[src/rtl/fns_dec_seq_pkg.sv]
// Shared definitions for the serial Fibonacci-number-system decoder:
// FSM states, default widths and a reference weight function.
package fns_pkg;

  typedef enum logic [1:0] {
    IDLE = 2'd0,
    RUN  = 2'd1,
    DONE = 2'd2
  } state_t;

  localparam int CW_DEF = 8;
  localparam int DW_DEF = 6;

  // W(0)=W(1)=1, W(k)=W(k-1)+W(k-2); elaboration-time helper for reference models.
  function automatic int unsigned fib_w(input int k);
    int unsigned a;
    int unsigned b;
    int unsigned t;
    a = 1;
    b = 1;
    for (int i = 0; i < k; i++) begin
      t = a + b;
      a = b;
      b = t;
    end
    return a;
  endfunction

endpackage

[src/rtl/fns_dec_seq_if.sv]
// Codeword-in / result-out handshake bundle for fns_dec_seq.
interface fns_dec_seq_if #(
  parameter int CW = fns_pkg::CW_DEF,
  parameter int DW = fns_pkg::DW_DEF
) ();

  logic [CW-1:0] codein;
  logic [CW-1:0] en_flag;
  logic          in_valid;
  logic          in_ready;
  logic [DW-1:0] dataout;
  logic          err;
  logic          out_valid;
  logic          out_ready;

  modport master (
    output codein, en_flag, in_valid, out_ready,
    input  in_ready, dataout, err, out_valid
  );

  modport slave (
    input  codein, en_flag, in_valid, out_ready,
    output in_ready, dataout, err, out_valid
  );

endinterface

[src/rtl/fns_dec_seq_weight_gen.sv]
// Fibonacci weight stepper: holds the (cur, nxt) pair, saturating at all-ones.
module fns_weight_gen #(
  parameter int DW = 6
) (
  input  logic        clk,
  input  logic        rst,
  input  logic        load,
  input  logic        step,
  output logic [DW:0] cur,
  output logic        cur_sat
);

  localparam logic [DW:0] ONE = {{DW{1'b0}}, 1'b1};

  logic [DW:0] nxt;

  function automatic logic [DW:0] sat_add(input logic [DW:0] a, input logic [DW:0] b);
    logic [DW+1:0] s;
    s = {1'b0, a} + {1'b0, b};
    return s[DW+1] ? {(DW+1){1'b1}} : s[DW:0];
  endfunction

  always_ff @(posedge clk) begin
    if (rst) begin
      cur <= ONE;
      nxt <= ONE;
    end else if (load) begin
      cur <= ONE;
      nxt <= ONE;
    end else if (step) begin
      cur <= nxt;
      nxt <= sat_add(cur, nxt);
    end
  end

  // A saturated weight no longer represents its true value, so using it is an error.
  assign cur_sat = &cur;

endmodule

[src/rtl/fns_dec_seq.sv]
// Serial FNS decoder: accepts a masked codeword, accumulates one Fibonacci
// weight per cycle LSB first, then presents the sum with an overflow flag.
module fns_dec_seq
  import fns_pkg::*;
#(
  parameter int CW = 8,
  parameter int DW = 6
) (
  input  logic          clk,
  input  logic          rst,
  fns_dec_seq_if.slave  bus
);

  localparam int IDX_W = $clog2(CW);

  state_t          state;
  state_t          state_nxt;
  logic [CW-1:0]   sreg;
  logic [DW:0]     acc;
  logic            err_r;
  logic [IDX_W-1:0] idx;

  logic            load;
  logic            step;
  logic            in_ready_c;
  logic            out_valid_c;
  logic [DW:0]     cur;
  logic            cur_sat;
  logic [DW+1:0]   sum_c;

  fns_weight_gen #(.DW(DW)) u_weight (
    .clk     (clk),
    .rst     (rst),
    .load    (load),
    .step    (step),
    .cur     (cur),
    .cur_sat (cur_sat)
  );

  always_comb begin
    state_nxt   = state;
    in_ready_c  = 1'b0;
    out_valid_c = 1'b0;
    load        = 1'b0;
    step        = 1'b0;
    case (state)
      IDLE: begin
        in_ready_c = 1'b1;
        if (bus.in_valid) begin
          load      = 1'b1;
          state_nxt = RUN;
        end
      end
      RUN: begin
        step = 1'b1;
        if (idx == IDX_W'(CW - 1)) state_nxt = DONE;
      end
      DONE: begin
        out_valid_c = 1'b1;
        if (bus.out_ready) state_nxt = IDLE;
      end
      default: state_nxt = IDLE;
    endcase
  end

  // One extra bit above the accumulator catches the carry out of a full acc.
  assign sum_c = {1'b0, acc} + {1'b0, cur};

  always_ff @(posedge clk) begin
    if (rst) begin
      state <= IDLE;
      sreg  <= '0;
      acc   <= '0;
      err_r <= 1'b0;
      idx   <= '0;
    end else begin
      state <= state_nxt;
      if (load) begin
        sreg  <= bus.codein & bus.en_flag;
        acc   <= '0;
        err_r <= 1'b0;
        idx   <= '0;
      end else if (step) begin
        sreg <= sreg >> 1;
        idx  <= idx + 1'b1;
        if (sreg[0]) begin
          acc <= sum_c[DW:0];
          if ((sum_c[DW+1:DW] != 2'b00) || cur_sat) err_r <= 1'b1;
        end
      end
    end
  end

  assign bus.in_ready  = in_ready_c;
  assign bus.out_valid = out_valid_c;
  assign bus.dataout   = acc[DW-1:0];
  assign bus.err       = err_r;

endmodule

[src/flat_wrapper.sv]
// flat-port wrapper written by rule: the top's interface ports become plain ports
module fns_dec_seq_flat import fns_pkg::*;
#(
  parameter int CW = 8,
  parameter int DW = 6
)
  (clk, rst, bus_codein, bus_en_flag, bus_in_valid, bus_out_ready, bus_in_ready, bus_dataout, bus_err, bus_out_valid);
  fns_dec_seq_if #(.CW(CW), .DW(DW)) bus_i ();
  input  logic clk;
  input  logic rst;
  input wire logic [$bits(bus_i.codein)-1:0] bus_codein;
  input wire logic [$bits(bus_i.en_flag)-1:0] bus_en_flag;
  input wire logic [$bits(bus_i.in_valid)-1:0] bus_in_valid;
  input wire logic [$bits(bus_i.out_ready)-1:0] bus_out_ready;
  output wire logic [$bits(bus_i.in_ready)-1:0] bus_in_ready;
  output wire logic [$bits(bus_i.dataout)-1:0] bus_dataout;
  output wire logic [$bits(bus_i.err)-1:0] bus_err;
  output wire logic [$bits(bus_i.out_valid)-1:0] bus_out_valid;
  assign bus_i.codein = bus_codein;
  assign bus_i.en_flag = bus_en_flag;
  assign bus_i.in_valid = bus_in_valid;
  assign bus_i.out_ready = bus_out_ready;
  assign bus_in_ready = bus_i.in_ready;
  assign bus_dataout = bus_i.dataout;
  assign bus_err = bus_i.err;
  assign bus_out_valid = bus_i.out_valid;
  fns_dec_seq #(.CW(CW), .DW(DW)) u_core (.clk(clk), .rst(rst), .bus(bus_i));
endmodule
[config.mk]
export PLATFORM = sky130hd
export DESIGN_NAME = fns_dec_seq_flat
export DESIGN_NICKNAME = d
export VERILOG_FILES = /design/src/rtl/fns_dec_seq_pkg.sv /design/src/rtl/fns_dec_seq_if.sv /design/src/rtl/fns_dec_seq_weight_gen.sv /design/src/rtl/fns_dec_seq.sv /design/src/flat_wrapper.sv
export SDC_FILE = /design/constraint.sdc
export NUM_CORES = 1
export LEC_CHECK = 0
export CORE_MARGIN = 5
export CORE_UTILIZATION = 30
export CTS_BUF_LIST = sky130_fd_sc_hd__clkbuf_4 sky130_fd_sc_hd__clkbuf_8
export CTS_CLUSTER_SIZE = 10
export DETAILED_ROUTE_END_ITERATION = 12
export PLACE_DENSITY_LB_ADDON = 0.2
export SLEW_MARGIN = 20
export SYNTH_ARGS = -nofsm -noshare
export SYNTH_HDL_FRONTEND = slang
export SYNTH_SLANG_ARGS = --single-unit
[constraint.sdc]
create_clock -name clk -period 1.7 [get_ports clk]
set_input_delay 0.34 -clock clk [delete_from_list [all_inputs] [get_ports clk]]
set_output_delay 0.34 -clock clk [all_outputs]
set_load 0.05 [all_outputs]
==> results of run 1 <==
[layout make-up]
type | count | area, µm²
Tap cell | 77 | 96.3
Multi-Input combinational cell | 170 | 1180
Fill cell | 631 | 3740
Clock buffer | 6 | 76.3
Timing Repair Buffer | 59 | 528
Sequential cell | 35 | 711
Inverter | 6 | 22.5
[cells in the final DEF, fill, tap and decap left out, types with 6 or more instances in the layout]
cell type                         synthesis  layout
sky130_fd_sc_hd__clkdlybuf4s50_1          0      19
sky130_fd_sc_hd__a21oi_1                 30      28
sky130_fd_sc_hd__a32oi_1                  7       7
sky130_fd_sc_hd__o21ai_0                 12      10
sky130_fd_sc_hd__nor2_1                  15      15
sky130_fd_sc_hd__nor3_1                   6       6
sky130_fd_sc_hd__nand2_1                 32      32
sky130_fd_sc_hd__ha_1                    16      12
sky130_fd_sc_hd__dfxtp_1                 35      31
sky130_fd_sc_hd__buf_4                    6      37
[registers in the layout, summed over array words and instances (netlist names)]
signal / flops
u_core.sreg: 8
u_core.acc: 7
u_core.u_weight.cur: 7
u_core.u_weight.nxt: 7
u_core.idx: 3
u_core.state: 2
u_core.bus.err: 1
[final timing paths]
kind | end | slack, ns | cells after the start
hold / removal | u_core.sreg[1]$_SDFFE_PP0P_ | 0.46 | 2
setup / recovery | u_core.acc[6]$_SDFFE_PP0P_ | -0.03 | 8
hold reg to reg | u_core.sreg[1]$_SDFFE_PP0P_ | 0.46 | 2
setup reg to reg | u_core.acc[6]$_SDFFE_PP0P_ | -0.03 | 8
[logic make-up after synthesis]
kind of cell    share of synthesized area
mux                                0.0103
buf+inv                            0.0705
xor+xnor                           0.0224
flops                               0.359
fa+ha+maj                           0.123
compound gates                      0.223
simple gates                        0.192
[where the power goes]
part,switching (mW),internal [mW],leakage (nW)
clock network,0.275,0.289,0.0406
registers,0.0214,0.845,0.286
logic,0.129,0.144,0.764
[timing repair]
item | 4_1_cts | 5_1_grt
hold endpoints to repair | 0 | 0
setup buffers | 2 | 0
resized for setup | 10 | 7
pin swaps | 3 | 4
setup endpoints to repair | 10 | 11
[metal layers]
| metal | share of wire | up-vias | GRT usage |
|---|---|---|---|
| met2 | 0.48 | 32 | 0.192 |
| met5 | 0 | - | 0 |
| li1 | - | 902 | - |
| met1 | 0.47 | 798 | 0.144 |
| met4 | 0.0066 | 0 | 0.0261 |
| met3 | 0.040 | 6 | 0.0308 |
[critical path, cell delays in order (launching register included)]
cell and delay (ns):
sky130_fd_sc_hd__dfxtp_4 0.37, sky130_fd_sc_hd__ha_4 0.14, sky130_fd_sc_hd__inv_2 0.03, sky130_fd_sc_hd__fa_2 0.33, sky130_fd_sc_hd__nor2b_2 0.13, sky130_fd_sc_hd__o21a_1 0.14, sky130_fd_sc_hd__o31a_1 0.19, sky130_fd_sc_hd__nor2_1 0.06
sky130_fd_sc_hd__a211o_1 0.22
[per-stage QoR]
step	instances	setup slack, ns	cell area, µm²	TNS, ns	hold WS (ns)
floorplan	228	-0.00821	1970	-0.00821	0.436
CTS	353	-0.0536	2570	-0.0719	0.461
finish	353	-0.0338	2610	-0.0338	0.456
global placement	345	-0.119	2460	-1.44	0.446
detailed placement	345	-0.144	2460	-1.63	0.451
global route	353	-0.125	2610	-0.437	0.486
==> summary.md, run 1 <==
| Metric | Value |
|---|---|
| Result of the run | `finished with violations` |
| Violations in the final reports | `setup timing` |
| # nets final | `roughly 320` |
| Post-DP HPWL | `around 3500 µm` |
| Buffers from clock root to sink, at most | `2` |
| Worst Slack Setup Final | `-0.0338 ns` |
| Post-synthesis sequential area ratio | `0.359` |
| Portion of the clock cycle consumed by the worst path in the final layout | `1.02` |
| Vias after detailed routing | `between 1.5k and 2k` |
| Share of cells above drive strength 1 | `0.246` |
| Clock-pin slew reported for the worst setup and hold paths after clock tree synthesis | `about 0.070 ns` |
| Top area cells in the synthesized netlist | `sky130_fd_sc_hd__dfxtp_1 36%, sky130_fd_sc_hd__ha_1 10%, sky130_fd_sc_hd__a21oi_1 7.7%, sky130_fd_sc_hd__nand2_1 6.2%, sky130_fd_sc_hd__a32oi_1 3.1%` |
| Maximum number of pins on one net before global-route repair | `27` |
| Mean Syn Cell Area | `approximately 8.6 µm²` |
| Critical R2R Launch | `u_core.u_weight.cur[0]$_SDFFE_PP1P_` |
| Antenna Nets Post-Route | `0` |
| TritonCTS Sinks | `35` |
| Unique cell type count in the Yosys netlist | `46` |
| CTS tree | `yes` |
| Data required time of the worst path | `about 1.9 ns` |
| Final core utilization | `0.411` |
| Max-slew violation count | `0` |
| Leak Pwr | `1.09 nW` |
| Class of the worst hold path | `reg -> reg` |
| Vias per cell | `a little under 5` |
| Hold Violations, Final | `0` |
| Starting utilization of the core area | `0.307` |
| Kind of start point of the critical path | `flop` |
| DRC violation count after routing | `0` |
| Startpoint-to-endpoint class of the critical path | `reg -> reg` |
| Top flip-flop cell by instance count after synthesis | `sky130_fd_sc_hd__dfxtp_1` |
| Number of global-route vias before repair | `between 1.5k and 2k` |
| Antenna Diode Count | `0` |
| Number of placement rows | `29` |
| Ports | `29` |
| CP Launch Point | `u_core.u_weight.cur[0]$_SDFFE_PP1P_` |
| Yosys reg bits | `35` |
| Final worst clock skew | `~0.0075 ns` |
| Hold-fix buffer count after cts | `0` |
| Min Clock Period, post-route | `around 1.7 ns` |
| Arrival @ worst endpoint | `~1.9 ns` |
| Wire length of the first global-routing pass | `7860 µm` |
| Synth-to-layout area growth | `33.8%` |
| Global-route usage over all layers | `0.114` |
| Final Routed Wirelength | `between 4000 and 5000 µm` |
| Post-Synthesis Net Count | `between 200 and 300` |
| Most frequent cell after synthesis | `sky130_fd_sc_hd__dfxtp_1` |
| Most numerous cell types in the synthesized netlist | `35 x sky130_fd_sc_hd__dfxtp_1, 32 x sky130_fd_sc_hd__nand2_1, 30 x sky130_fd_sc_hd__a21oi_1` |
| Clock latency reported for the late side of the worst-skew pair | `~0.28 ns` |
| Number of buffers created by CTS | `5` |
| Sort of element at the end of the critical path | `flop` |
| Die height | `slightly above 90 µm` |
| Number of synthesis warnings | `0` |
| Total setup violations reported at the end of the flow | `1` |
| Die area | `approximately 8000 µm²` |
| Count of flip-flops with a built-in enable after synthesis | `0` |
| Actual slew at the worst max-slew pin | `0.380 ns` |
| Area share of the largest cell type after synthesis | `0.359` |
| Yosys top cell by area | `sky130_fd_sc_hd__dfxtp_1` |
| Critical-path maximum fanout | `4` |
| Gate count of the mapped netlist | `228` |
| GRT Residual Overflow | `0` |
| Max Freq | `577 MHz` |
| Power density cells | `~650 nW/µm²` |
| H-tree depth | `2` |
| Min-Delay Startpoint | `u_core.sreg[1]$_SDFFE_PP0P_` |
| Maximum capacitance violations | `0` |
| Number of antenna violations at the first check in global routing | `0` |
| Remaining max-slew budget at the tightest pin | `0.740` |
| Core area | `6350 µm²` |
| Fraction of synthesis flops using an asynchronous set or reset pin | `0` |
| Setup repair after global routing missed its margin | `true` |
| Root Buffer | `sky130_fd_sc_hd__clkbuf_8` |
| Total chip power | `approximately 1.7 mW` |
| Iter 0 DRT Violations | `46` |
| Placer's final routability congestion estimate | `around 0.8` |
| Routed length per placed instance | `~13 µm` |
| Die Span X | `a little over 90 µm` |
| Mapped cell area | `around 2000 µm²` |
| Number of port buffers | `28` |
| Worst vdd ir | `0.352 mV` |
| DRT Pass-1 Iters | `4` |
(Power assumes the default switching activity.)
==> inputs of run 2 (changes only) <==
--- a/config.mk
+++ b/config.mk
@@ -5,6 +5,7 @@
 export SDC_FILE = /design/constraint.sdc
 export NUM_CORES = 1
 export LEC_CHECK = 0
+export ABC_CLOCK_PERIOD_IN_PS = 1700
 export CORE_MARGIN = 5
 export CORE_UTILIZATION = 30
 export CTS_BUF_LIST = sky130_fd_sc_hd__clkbuf_4 sky130_fd_sc_hd__clkbuf_8
==> results of run 2 <==
The final DEF is identical to that of run 1; final timing and power are the same.
